$ cat src/rtl/sram_bank.sv
`default_nettype none
// ============================================================================
//  Module      : sram_bank
//  Description : Single-port synchronous RAM bank with byte write enables,
//                registered read-valid and a hardware clear engine.
//  Revision    : 1.0 - initial release
// ============================================================================
module sram_bank #(
    parameter int DATA_W = 32,
    parameter int ADDR_W = 5,
    parameter int DEPTH  = 2**ADDR_W
) (
    input  logic                  clk,
    input  logic                  reset_n,
    input  logic                  cen,
    input  logic                  wen,
    input  logic [DATA_W/8-1:0]   be,
    input  logic [ADDR_W-1:0]     S_addr,
    input  logic [DATA_W-1:0]     S_din,
    input  logic                  clr,
    output logic [DATA_W-1:0]     S_dout,
    output logic                  S_valid,
    output logic                  busy
);

    localparam int                c_NB    = DATA_W / 8;
    localparam logic [ADDR_W-1:0] c_LAST  = ADDR_W'(DEPTH - 1);
    localparam logic [ADDR_W:0]   c_DEPTH = (ADDR_W + 1)'(DEPTH);

    typedef enum logic [0:0] {
        S_CLEAR = 1'b0,
        S_IDLE  = 1'b1
    } state_t;

    state_t              r_state;
    state_t              w_state_nxt;
    logic [ADDR_W-1:0]   r_cnt;
    logic [ADDR_W-1:0]   w_cnt_nxt;
    logic [DATA_W-1:0]   r_mem [DEPTH];
    logic                w_in_range;
    logic                w_clr_wr;
    logic                w_wr;
    logic                w_rd;
    logic [DATA_W-1:0]   w_rd_data;

    // Addresses beyond DEPTH only exist when the bank is not a full power of two.
    assign w_in_range = ({1'b0, S_addr} < c_DEPTH);
    assign w_rd_data  = w_in_range ? r_mem[S_addr] : '0;
    assign busy       = (r_state == S_CLEAR);

    always_comb begin
        w_state_nxt = r_state;
        w_cnt_nxt   = r_cnt;
        w_clr_wr    = 1'b0;
        w_wr        = 1'b0;
        w_rd        = 1'b0;
        case (r_state)
            S_CLEAR: begin
                w_clr_wr = 1'b1;
                if (r_cnt == c_LAST) begin
                    w_state_nxt = S_IDLE;
                    w_cnt_nxt   = '0;
                end else begin
                    w_cnt_nxt = r_cnt + ADDR_W'(1);
                end
            end
            S_IDLE: begin
                // A clear request wins over any access presented alongside it.
                if (clr) begin
                    w_state_nxt = S_CLEAR;
                    w_cnt_nxt   = '0;
                end else if (cen) begin
                    w_wr = wen;
                    w_rd = !wen;
                end
            end
            default: begin
                w_state_nxt = S_CLEAR;
                w_cnt_nxt   = '0;
            end
        endcase
    end

    always_ff @(posedge clk) begin
        if (!reset_n) begin
            r_state <= S_CLEAR;
            r_cnt   <= '0;
        end else begin
            r_state <= w_state_nxt;
            r_cnt   <= w_cnt_nxt;
        end
    end

    always_ff @(posedge clk) begin
        if (!reset_n) begin
            S_dout  <= '0;
            S_valid <= 1'b0;
        end else if (w_rd) begin
            S_dout  <= w_rd_data;
            S_valid <= 1'b1;
        end else begin
            S_dout  <= '0;
            S_valid <= 1'b0;
        end
    end

    always_ff @(posedge clk) begin
        if (reset_n) begin
            if (w_clr_wr) begin
                r_mem[r_cnt] <= '0;
            end else if (w_wr && w_in_range) begin
                for (int k = 0; k < c_NB; k++) begin
                    if (be[k]) begin
                        r_mem[S_addr][8*k +: 8] <= S_din[8*k +: 8];
                    end
                end
            end
        end
    end

endmodule
`default_nettype wire

$ cat config.mk
export PLATFORM = sky130hd
export DESIGN_NAME = sram_bank
export DESIGN_NICKNAME = d
export VERILOG_FILES = /design/src/rtl/sram_bank.sv
export SDC_FILE = /design/constraint.sdc
export NUM_CORES = 1
export LEC_CHECK = 0
export BUFFER_PORTS_ARGS = -buffer_cell sky130_fd_sc_hd__buf_2
export CELL_PAD_IN_SITES_DETAIL_PLACEMENT = 1
export CELL_PAD_IN_SITES_GLOBAL_PLACEMENT = 2
export CORE_MARGIN = 2
export CORE_UTILIZATION = 48
export CTS_BUF_LIST = sky130_fd_sc_hd__clkbuf_16
export CTS_CLUSTER_DIAMETER = 100
export DETAILED_ROUTE_END_ITERATION = 16
export GPL_TIMING_DRIVEN = 0
export PLACE_DENSITY = 0.74
export SLEW_MARGIN = 25
export SYNTH_ARGS = -nofsm -noshare
export SYNTH_HDL_FRONTEND = slang
export SYNTH_SLANG_ARGS = --single-unit
$ cat constraint.sdc
create_clock -name clk -period 5 [get_ports clk]
set_input_delay 0 -clock clk [delete_from_list [all_inputs] [get_ports clk]]
set_output_delay 0 -clock clk [all_outputs]
set_load 0.03 [all_outputs]
# Word level (Yosys, flattened, before mapping)

Memory sizes are Yosys's and may differ from the RTL's. A register that Yosys moved wholly into a read port is not among the register bits.
Cells that the tools add are included.

Flip-flop bits (word level): 7
Latch bits: 0
Bits in writable memories: 1,024
Memory bits (read-only): 0
Bits of input ports: 46
Output and inout port bits: 34
Memories kept: 1

Memories:

| name  | words | bits a word | read ports | clocked after Yosys merged registers in | write ports | line | source |
|---|---|---|---|---|---|---|---|
| r_mem | 32    | 32          | 1          | 1                                       | 1           | 39   | `logic [DATA_W-1:0] r_mem [DEPTH];` |

Add/sub/neg operators: 1
Multiply operators: 0
Divide/modulo/power cells: 0
$lt $le $gt $ge: 0
Equality and inequality tests: 2
Shift operators: 0
Multiplexer cells: 39
Bitwise logic cells: 1
Reduce and logical (&&, ||, !) cells: 4

Operators with widths:

| cell                                         | number |
|---|---|
| two-way mux 1 bit                            | 32 |
| two-way mux 32 bit                           | 1 |
| OR reduction 32 bit                          | 1 |
| two-way mux 5 bit                            | 3 |
| case mux 5 bit (2 select lines)              | 1 |
| adder 5 x 1 -> 5 bit (second input constant) | 1 |
| equality test 5 bit (second input constant)  | 1 |
| two-way mux 4 bit                            | 1 |
| zero test 1 bit                              | 2 |
| != test 2 bit (second input constant)        | 1 |
| case mux 1 bit (2 select lines)              | 1 |
| AND reduction 2 bit                          | 1 |
| inverter 1 bit                               | 1 |

# Logic depth before layout (Yosys ltp)

Gate-level depths: netlist of the first run.

Word-level depth: 9
Depth in mapped cells: 9
Gate-level depth less buffers: 7

# Worst setup path before layout of the first run

No wires, ideal clock.

Path type: register to register
Start point: reg r_state
End point: mem r_mem[26][16], enable pin
Library setup time: 370 ps
Data arrival time: 1,766 ps
Data required time: 4,630 ps
Path slack: 2,864 ps
Cell stages (with the launch flop): 6
Path buffers: 1
Cell sequence: dfxtp_1 nand4b_1 nor4_2 o21ai_2 buf_2 nor2_1

Cells in the longest elaborated chain, start to end: 7
Elaborated cells on any way between the ends: 23
Classes of those cells: mux (22); reduce/logical (1)

Ends and longest elaborated chain:

| what                                                                           | line | source |
|---|---|---|
| from (decl)                                                                    | 35   | `state_t r_state;` |
| from (signal assigned)                                                         | 89   | `r_state <= w_state_nxt;` |
| two-way mux 1 bit                                                              | 57   | `case (r_state)` |
| two-way mux 1 bit                                                              | 111  | `end else if (w_wr && w_in_range) begin` |
| two-way mux 1 bit                                                              | 109  | `if (w_clr_wr) begin` |
| two-way mux 1 bit                                                              | 108  | `if (reset_n) begin` |
| two-way mux 1 bit (not written as such)                                        | 114  | `r_mem[S_addr][8*k +: 8] <= S_din[8*k +: 8];` |
| OR reduction 32 bit (no source line)                                           | -    |  |
| two-way mux 5 bit (no source line) / two-way mux 4 bit (equally long branches) | -    |  |
| to (decl)                                                                      | 39   |  |

Several ways; a longest one is shown, not always the timed one.

# Final worst setup path of the first run

Start point: reg r_state
End point: mem r_mem[21][24], enable pin

Same word-level chain as after synthesis.

==> results of run 1 <==
## per-layer routing
| layer | up-vias | GRT usage (%) | share of wire, % |
|---|---|---|---|
| li1 | 8648 | - | - |
| met1 | 11476 | 36.12 | 41 |
| met2 | 871 | 42.45 | 49 |
| met3 | 178 | 4.594 | 7.1 |
| met4 | 2 | 7.648 | 2.7 |
| met5 | - | 0 | 0.011 |
## flip-flops by register name, indices dropped and copies added (netlist names)
signal,flops
S_dout,32
S_valid,1
r_cnt,5
r_mem,1024
r_state,1
## through the flow
| stage | utilization, % | instances | hold slack (ns) | total power, uW | worst slack, ns |
|---|---|---|---|---|---|
| floorplan | - | 1976 | 0.2041 | 10380 | 2.864 |
| detailed placement | 50.96 | 3208 | 0.3847 | 10700 | 1.409 |
| finish | 55.12 | 3414 | 0.02868 | 18450 | 1.635 |
| global placement | 50.59 | 3196 | 0.3671 | 10680 | 0.6047 |
| CTS | 55.09 | 3413 | 0.04112 | 18510 | 1.376 |
| global route | 55.12 | 3414 | 0.07527 | 18880 | 1.599 |
## cell usage after synthesis, types with 3 or more instances
cell type	count	area (sq um)
and2_1	35	219.0
a32o_1	4	40.04
nand2b_1	8	50.05
nor2_1	154	578.1
buf_12	3	60.06
a221oi_1	27	236.5
buf_2	40	200.2
mux4_2	224	5045
nor2b_1	4	25.02
a221o_1	32	320.3
a31oi_1	33	206.5
buf_1	3	11.26
clkbuf_1	40	150.1
nor3_1	12	60.06
o21ai_2	4	35.03
buf_4	16	120.1
a22oi_1	32	240.2
o2111ai_1	5	43.79
dfxtp_1	39	780.8
mux2i_1	144	1441
buf_6	14	157.7
edfxtp_1	1024	30750
o21ai_1	27	135.1
nand2_1	18	67.56
## cell type report
cell class                 count  area [sq um]  share of cell area [%]
buffer                       118         730.7                   1.557
clock inverter                86         618.1                   1.317
clock buffer                 114          2853                   6.078
tap                         1144          1431                   3.050
multi-input combinational    791          9160                   19.52
timing repair buffer          94         595.6                   1.269
sequential                  1063         31530                   67.18
inverter                       4         15.01                 0.03199
## placed cells by master (no fill, tap or decap), types with 3 or more instances in the layout
master | synthesis | layout
mux2i_2 | 0 | 8
and2_2 | 0 | 28
clkinv_2 | 0 | 29
buf_6 | 14 | 20
a31oi_1 | 33 | 33
nand2_1 | 18 | 18
buf_8 | 2 | 8
o21ai_1 | 27 | 27
dlygate4sd3_1 | 0 | 5
a32o_1 | 4 | 4
dfxtp_1 | 39 | 39
inv_1 | 2 | 22
mux4_2 | 224 | 224
o2111ai_1 | 5 | 5
o21ai_2 | 4 | 4
nor2b_1 | 4 | 4
buf_4 | 16 | 17
a221oi_1 | 27 | 27
a22oi_1 | 32 | 32
buf_2 | 40 | 117
and2_1 | 35 | 7
clkbuf_1 | 40 | 40
clkbuf_16 | 0 | 114
buf_12 | 3 | 3
bufinv_16 | 0 | 9
nor3_1 | 12 | 12
nor2_1 | 154 | 153
mux2i_1 | 144 | 128
nand2b_1 | 8 | 8
mux2i_4 | 0 | 8
edfxtp_1 | 1024 | 1024
a221o_1 | 32 | 32
clkinv_1 | 1 | 24
## critical path, stage by stage (launching register included)
cell and delay (ns):
dfxtp_1 0.45, nand4b_1 0.26, nor3_2 0.44, buf_2 0.55
mux2i_2 0.27, buf_6 0.22, nor2_1 0.77
## worst max path at each step
stage / end / depth (start not counted)
6_report: r_mem[21][24]$_DFFE_PP_ / 6
3_3_place_gp: r_mem[4][20]$_DFFE_PP_ / 6
3_5_place_dp: r_mem[31][17]$_DFFE_PP_ / 5
4_1_cts: r_mem[6][17]$_DFFE_PP_ / 5
5_1_grt: r_mem[23][21]$_DFFE_PP_ / 6
2_1_floorplan: r_mem[26][16]$_DFFE_PP_ / 5
## logic make-up after synthesis
kind of cell,after synthesis
DFF,1063
adders and majority gates,2
and+or+nand+nor,248
AOI/OAI and AO/OA,173
muxes,368
buffers and inverters,122
## power by group
| group | switching [uW] | total, uW | internal [uW] |
|---|---|---|---|
| combinational | 515 | 839 | 325 |
| clock | 3370 | 7920 | 4560 |
| sequential | 13.6 | 9680 | 9670 |
| total | 3900 | 18400 | 14500 |
==> impl_metrics.toml, run 1 <==
[run_status]
status = "finished, final reports clean"

[clock_network]
clk_pin_slew_ns = 0.06
ctsResizeCount = 0
cts_buffers = 107
holdBufCountCts = 5
clockRootBuffer = "clkbuf_16"
cts.sinks = 1063
cts_setup_buffers = 0
tritoncts = "done"
clock_path_buffers = 3
h-tree-depth = 3
clkLatencyLatePin_ns = 0.66

[synthesis]
avgSynthCellArea_sq_um = 20.88
syn_inst = 1976
yosys.cell_types.count = 47
synth.mux.area_fraction_pct = 15.72
ys_warn_count = 0
synth_edf_count = 1024
synth_seq_cells = 1063
synth_top_family_by_area = "multiplexers"
ys_seq_area_share_pct = 76.41
synth_compound_area_share_pct = 3.232
synth_xor_area_share_pct = 0
async_flop_share_pct = 0
synth_fp_nets = 2024
synthSimpleGateAreaFrac_pct = 2.780
post_synth_fa_ha_maj_area_fraction_pct = 0.06064
ys.flop_type = "edfxtp_1"
synthesis.area_sq_um = 41270

[global_route]
grt_pass1_wl_microns = 162700
antenna_found_initial = 2
grt_max_degree = 33
grt_usage_pct = 25.98
grt_pass1_vias = 22145
grt.overflow.total = 0

[floorplan]
num_rows = 107
dieArea_sq_um = 88330
top_level_ports = 80
start_util_pct = 48.47
fp.dieW_microns = 297.2
die_h_microns = 297.2
core-area_sq_um = 85150

[timing]
setup_viol = 0
min_period_ns = 3.365
drv_slew = 0
clock_skew_ns = 0.02150
tightest_slew_ns = 1.129
post-route-period-util_pct = 67.30
setup_tns_ns = 0
fmax_mhz = 297.2
hold_viol = 0
rsz0062_at_grt = "no"
slew_headroom_pct = 24.72

[critical_path]
worstSetupStartpointType = "register"
worstPathRequired_ns = 5.27
cp-startpoint = "r_state$_SDFF_PN0_"
end_kind = "register"
r2r_end = "r_mem[21][24]$_DFFE_PP_"
arrival_ns = 3.63
r2r_cells = 6
r2r_setup_slack_ns = 1.63
cp_max_fo = 10
r2r_start = "r_state$_SDFF_PN0_"
critical_path_class = "register to register"

[worst_hold_path]
hold_path.class = "primary input to register"
whs_endpoint = "r_mem[21][15]$_DFFE_PP_"
min_path_cells = 2
min-delay-start = "S_din[15]"

[finish]
postLayoutCellArea_sq_um = 46930
drive_gt1_share_pct = 26.61
antenna_cells = 0
final_nets = 2227
fillers = 7468
layout-area-overhead-vs-synth_pct = 13.73

[detailed_routing]
drc = 0
dr_total_vias = 21175
dr.pass1.iters = 6
drtIter0Drc = 2204
wl_per_cell_microns = 33.26
wirelength_microns = 113600
drt-vias-per-instance = 6.202
antenna_left = 0

[pwr]
power_density_nw_per_um2 = 393.0
p_leak_uw = 0.01544
irDropWorstVdd_mv = 0.3087

[place]
gp_congestion = 0.8371
hpwlAfterDp_microns = 75820
dpl-instance-area_sq_um = 43390
io_buffers = 76

[flow_run]
max-cap-violations = 0
Note: power is estimated with default switching activity, not from simulation.
==> run 2: changes to the inputs <==
==> constraint.sdc (replaced) <==
create_clock -name clk -period 3.1 [get_ports clk]
set_input_delay 0 -clock clk [delete_from_list [all_inputs] [get_ports clk]]
set_output_delay 0 -clock clk [all_outputs]
set_load 0.03 [all_outputs]
==> run 2 against run 1 <==
Compared with the run above:
- the flow now finishes with violations (negative setup slack)
- clock skew is essentially flat
- core utilization grew 0.56 points
- largest cell class unchanged
- die area is the same
- count of clock-buffer cells in the layout is the same
- total power grew 62%
- design area grew 1.0%
- via count grew 0.45%
==> impl_metrics.toml, run 2 (synthesis results as in run 1) <==
[detailed_routing]
drtIter0Drc = 2132
dr.pass1.iters = 5
wirelength_microns = 114100
antenna_left = 0
wl_per_cell_microns = 33.16
dr_total_vias = 21270
drc = 0
drt-vias-per-instance = 6.180

[critical_path]
worstSetupStartpointType = "register"
arrival_ns = 3.44
end_kind = "register"
critical_path_class = "register to register"
r2r_cells = 5
worstPathRequired_ns = 3.42
cp_max_fo = 10

[floorplan]
num_rows = 107
dieArea_sq_um = 88330
fp.dieW_microns = 297.2
start_util_pct = 48.47
die_h_microns = 297.2
core-area_sq_um = 85150
top_level_ports = 80

[timing]
min_period_ns = 3.123
drv_slew = 0
setup_tns_ns = -0.2728
tightest_slew_ns = 1.077
post-route-period-util_pct = 100.7
slew_headroom_pct = 26.77
fmax_mhz = 320.2
clock_skew_ns = 0.02169
hold_viol = 0
setup_viol = 20
rsz0062_at_grt = "yes"
worst_slack_ns = -0.02307

[finish]
postLayoutCellArea_sq_um = 47410
largest-register = "r_mem"
layout-area-overhead-vs-synth_pct = 14.88
mostFrequentLayoutCells = "edfxtp_1 (1,024), mux4_2 (224), mux2i_1 (128)"
drive_gt1_share_pct = 28.73
fillers = 7454
largest_register_ffs = 1024
largestRegisters = "r_mem: 1024 flops, S_dout: 32 flops, r_cnt: 5 flops"
final_nets = 2254
mostFrequentLayoutCell = "edfxtp_1"

[worst_hold_path]
min_path_cells = 2
hold_path.class = "primary input to register"

[clock_network]
clkLatencyLatePin_ns = 0.67
cts.sinks = 1063
cts_buffers = 107
clk_pin_slew_ns = 0.06
clockRootBuffer = "clkbuf_16"
clock_path_buffers = 3
h-tree-depth = 3
tritoncts = "done"

[global_route]
grt.overflow.total = 0
grt_pass1_vias = 22166
grt_max_degree = 33
antenna_found_initial = 2
grt_usage_pct = 26.01
grt_pass1_wl_microns = 162900

[place]
dpl-instance-area_sq_um = 43390
dp_slack_ns = -0.4910
hpwlAfterDp_microns = 75820
io_buffers = 76
gp_congestion = 0.8371

[pwr]
p_leak_uw = 0.01559
irDropWorstVdd_mv = 0.4981
power_density_nw_per_um2 = 628.8

[flow_run]
max-cap-violations = 0

[run_status]
status = "complete, but fails checks"
violations = "negative setup slack"
## run 2: power breakdown
part           internal, uW  switching (uW)
clock                  7350            5430
sequential            15600            21.6
combinational           559             849
## run 2: timing repair
action,CTS,global route
buffers inserted,0,4
hold endpoints to repair,139,592
setup endpoints to repair,904,1074
hold buffers,9,19
resized for setup,42,48
## run 2: path summary, 6_finish.rpt
kind                              start                       to  slack, ns
setup / recovery     r_state$_SDFF_PN0_  r_mem[19][12]$_DFFE_PP_      -0.02
hold / removal                S_din[14]  r_mem[24][14]$_DFFE_PP_      0.006
setup reg to reg     r_state$_SDFF_PN0_  r_mem[19][12]$_DFFE_PP_      -0.02
hold reg to reg   r_cnt[2]$_SDFFE_PN0P_    r_cnt[2]$_SDFFE_PN0P_       0.62
## run 2: routing by layer
layer / GRT usage, % / wire length [microns]
met3: 4.682 / 8229
met2: 42.55 / 56520
met1: 36.04 / 46270
met4: 7.696 / 3107
met5: 0 / 12
## run 2: area by class of cell
| cell class | instances | area, sq um | area share [%] |
|---|---|---|---|
| clock inverter | 86 | 618.1 | 1.304 |
| sequential | 1063 | 31530 | 66.51 |
| inverter | 4 | 15.01 | 0.03167 |
| timing repair buffer | 121 | 893.4 | 1.884 |
| buffer | 118 | 732.0 | 1.544 |
| clock buffer | 114 | 2853 | 6.017 |
| multi-input combinational | 791 | 9333 | 19.69 |
| antenna | 1 | 2.502 | 0.005278 |
| tap | 1144 | 1431 | 3.019 |
## run 2: metrics by stage
step           hold WS [ns]  total power [uW]  std cells  util, %
2_1_floorplan        0.2041             16740       1976        -
3_3_place_gp         0.3671             17220       3196    50.59
3_5_place_dp         0.3847             17260       3208    50.96
4_1_cts             0.02882             29870       3417    55.26
5_1_grt            0.004829             30500       3441    55.68
6_report           0.005793             29810       3442    55.68
## run 2: critical path, stage by stage (launching register included)
cell and delay, ns:
dfxtp_1 0.45, nand4b_1 0.27, nor3_2 0.43, buf_2 0.54, mux2i_2 0.68, nor2_1 0.39
==> run 3: changes to the inputs <==
--- a/config.mk
+++ b/config.mk
@@ -5,16 +5,17 @@
 export SDC_FILE = /design/constraint.sdc
 export NUM_CORES = 1
 export LEC_CHECK = 0
+export ABC_AREA = 1
 export BUFFER_PORTS_ARGS = -buffer_cell sky130_fd_sc_hd__buf_2
 export CELL_PAD_IN_SITES_DETAIL_PLACEMENT = 1
 export CELL_PAD_IN_SITES_GLOBAL_PLACEMENT = 2
 export CORE_MARGIN = 2
-export CORE_UTILIZATION = 48
+export CORE_UTILIZATION = 43
 export CTS_BUF_LIST = sky130_fd_sc_hd__clkbuf_16
 export CTS_CLUSTER_DIAMETER = 100
 export DETAILED_ROUTE_END_ITERATION = 16
 export GPL_TIMING_DRIVEN = 0
-export PLACE_DENSITY = 0.74
+export PLACE_DENSITY_LB_ADDON = 0.12
 export SLEW_MARGIN = 25
 export SYNTH_ARGS = -nofsm -noshare
 export SYNTH_HDL_FRONTEND = slang
==> run 3 against run 2 <==
Compared with the run above:
- global-route usage rose by 4.5 points
- highest routed layer is now met4
- the flow still finishes with violations (negative setup slack)
- die area increased by 19%
- sequential share of layout area shrank 5.4 points
- critical path depth is 4 higher
- critical endpoint is now r_mem[14][24]$_DFFE_PP_
- fmax grew 0.10%
- register-to-register slack about the same
- via count rose by 45%
- sequential power about the same
==> impl_metrics.toml, run 3 <==
[global_route]
grt_max_degree = 33
grt_pass1_vias = 31067
grt_usage_pct = 30.46
antenna_found_initial = 6
grt.overflow.total = 0
grt_pass1_wl_microns = 223400

[detailed_routing]
wirelength_microns = 159000
dr_total_vias = 30912
wl_per_cell_microns = 28.93
drtIter0Drc = 3169
drt-vias-per-instance = 5.625
drc = 0
dr.pass1.iters = 7
antenna_left = 0

[finish]
largest-register = "r_mem"
largest_register_ffs = 1024
mostFrequentLayoutCells = "nand2_1 (1,124), edfxtp_1 (1,024), nand3_1 (591)"
final_nets = 4081
postLayoutCellArea_sq_um = 51590
layout-area-overhead-vs-synth_pct = 17.06
mostFrequentLayoutCell = "nand2_1"
fillers = 10628
largestRegisters = "r_mem: 1024 flops, S_dout: 32 flops, r_cnt: 5 flops"
drive_gt1_share_pct = 14.54

[clock_network]
clkLatencyLatePin_ns = 0.71
clk_pin_slew_ns = 0.06
cts_buffers = 112
cts_setup_buffers = 0
clockRootBuffer = "clkbuf_16"
cts.sinks = 1063
clock_path_buffers = 3
h-tree-depth = 3
tritoncts = "done"

[pwr]
internal_power_uw = 24060
power_density_nw_per_um2 = 608.9
combPwrFrac_pct = 6.7
p_total_uw = 31410
seqPwrFrac_pct = 49.8
switching_share_pct = 23.42
irDropWorstVdd_mv = 0.7063
power_frac_clock_pct = 43.5
p_leak_uw = 0.01791
p_sw_uw = 7359

[run_status]
status = "complete, but fails checks"
violations = "negative setup slack"

[synthesis]
synth_seq_cells = 1063
async_flop_share_pct = 0
synthTopCellsByCount = "nand2_1 (1,124), edfxtp_1 (1,024), nand3_1 (591), nor2_1 (248), o21ai_0 (144)"
synthesis.area_sq_um = 44070
yosys.cell_types.count = 31
synth_fp_nets = 3813
yosys.area.top_type = "edfxtp_1"
ys.flop_type = "edfxtp_1"
synth_edf_count = 1024
yosysMostFrequentCell = "nand2_1"
ys_seq_area_share_pct = 71.55
synthTopCellsByArea = "edfxtp_1 (70%), nand2_1 (9.6%), nand3_1 (6.7%)"
netlist.area_leader.share_pct = 69.77
ys_warn_count = 0
syn_inst = 3765
avgSynthCellArea_sq_um = 11.71

[place]
dpl-instance-area_sq_um = 47460
io_buffers = 75
gp_congestion = 0.8785
hpwlAfterDp_microns = 112900

[critical_path]
critPathMaxStageDelay_ns = 0.69
end_kind = "register"
crit_top_cell = "nand2_2"
arrival_ns = 3.56
critical_path_class = "register to register"
worstSetupStartpointType = "register"
crit_slowest_cell = "buf_2"
worstPathRequired_ns = 3.54
crit_chain = "nand2_2 -> nor2_8 -> o21ai_2 -> nand2_2 -> buf_6 -> inv_1 -> buf_2 -> nor2_4 -> buf_16"
cp_max_fo = 22

[timing]
setup_viol = 16
clock_skew_ns = 0.01891
drv_slew = 0
slew_headroom_pct = 23.33
setup_tns_ns = -0.2078
worst_slack_ns = -0.01982
hold_viol = 0
post-route-period-util_pct = 100.6
min_period_ns = 3.120
tightest_slew_ns = 1.150
rsz0062_at_grt = "yes"
fmax_mhz = 320.5

[floorplan]
die_h_microns = 324.1
dieArea_sq_um = 105100
top_level_ports = 80
fp.dieW_microns = 324.1
core-area_sq_um = 101700
start_util_pct = 43.32
num_rows = 117

[worst_hold_path]
hold_path.class = "primary input to register"

[flow_run]
max-cap-violations = 0
run 3: critical path, delay by kind of cell (launching register included):
family | cells | cell delay, ns
AOI/OAI and AO/OA | 1 | 0.12
buffers and inverters | 4 | 1.75
DFF | 1 | 0.35
and+or+nand+nor | 4 | 0.60
run 3: area by class of cell:
type	count	area (sq um)	share of cell area [%]
Buffer	260	1261	2.445
Antenna cell	1	2.502	0.004851
Tap cell	1368	1712	3.318
Timing Repair Buffer	154	1634	3.167
Clock buffer	115	2878	5.578
Clock inverter	92	809.5	1.569
Multi-Input combinational cell	2390	11570	22.42
Sequential cell	1063	31530	61.12
Inverter	52	196.4	0.3808
run 3: worst paths after layout:
path	slack, ns	endpoint	cells after the start	from
max reg2reg	-0.02	r_mem[14][24]$_DFFE_PP_	9	r_state$_SDFF_PN0_
min reg2reg	0.53	r_cnt[3]$_SDFFE_PN0P_	2	r_cnt[3]$_SDFFE_PN0P_
min	0.06	S_valid$_SDFF_PN0_	4	cen
max	-0.02	r_mem[14][24]$_DFFE_PP_	9	r_state$_SDFF_PN0_
run 3: repair_timing:
action,in CTS,in global routing
hold buffers,36,0
hold endpoints to repair,1008,0
resized for setup,0,5
endpoints found under the setup margin,0,146
run 3: power groups by stage:
stage	registers, uW	logic (uW)	clock network [uW]
2_1_floorplan	15900	1160	0
5_1_grt	15600	2270	14200
4_1_cts	15600	2090	13700
3_5_place_dp	15900	2040	0
3_3_place_gp	15900	1980	0
6_report	15600	2120	13700
run 3: metrics by stage:
step           std cells  hold WS [ns]  setup WS (ns)  util, %
2_1_floorplan       3765        0.1016         0.8135        -
3_3_place_gp        5208        0.2407         -1.650    45.37
3_5_place_dp        5250        0.2483       -0.03882    46.65
4_1_cts             5493      0.008730       0.008093    50.63
5_1_grt             5494       0.04061      -0.003964    50.70
6_report            5495       0.06028       -0.01982    50.71
run 3: layer usage:
metal / GRT usage (%) / vias to the layer above / part of all wire [%]
li1: - / 13777 / -
met1: 41.02 / 15654 / 42
met2: 50.28 / 1195 / 48
met3: 4.289 / 286 / 6.5
met4: 11.39 / 0 / 3.6
met5: 0 / - / 0
run 3: kinds of logic after synthesis:
logic type	synth area share, %
and+or+nand+nor	22.09
DFF	71.55
buffers and inverters	3.276
AOI/OAI and AO/OA	3.015
adders and majority gates	0.05677
xor gates and xnor gates	0.01988
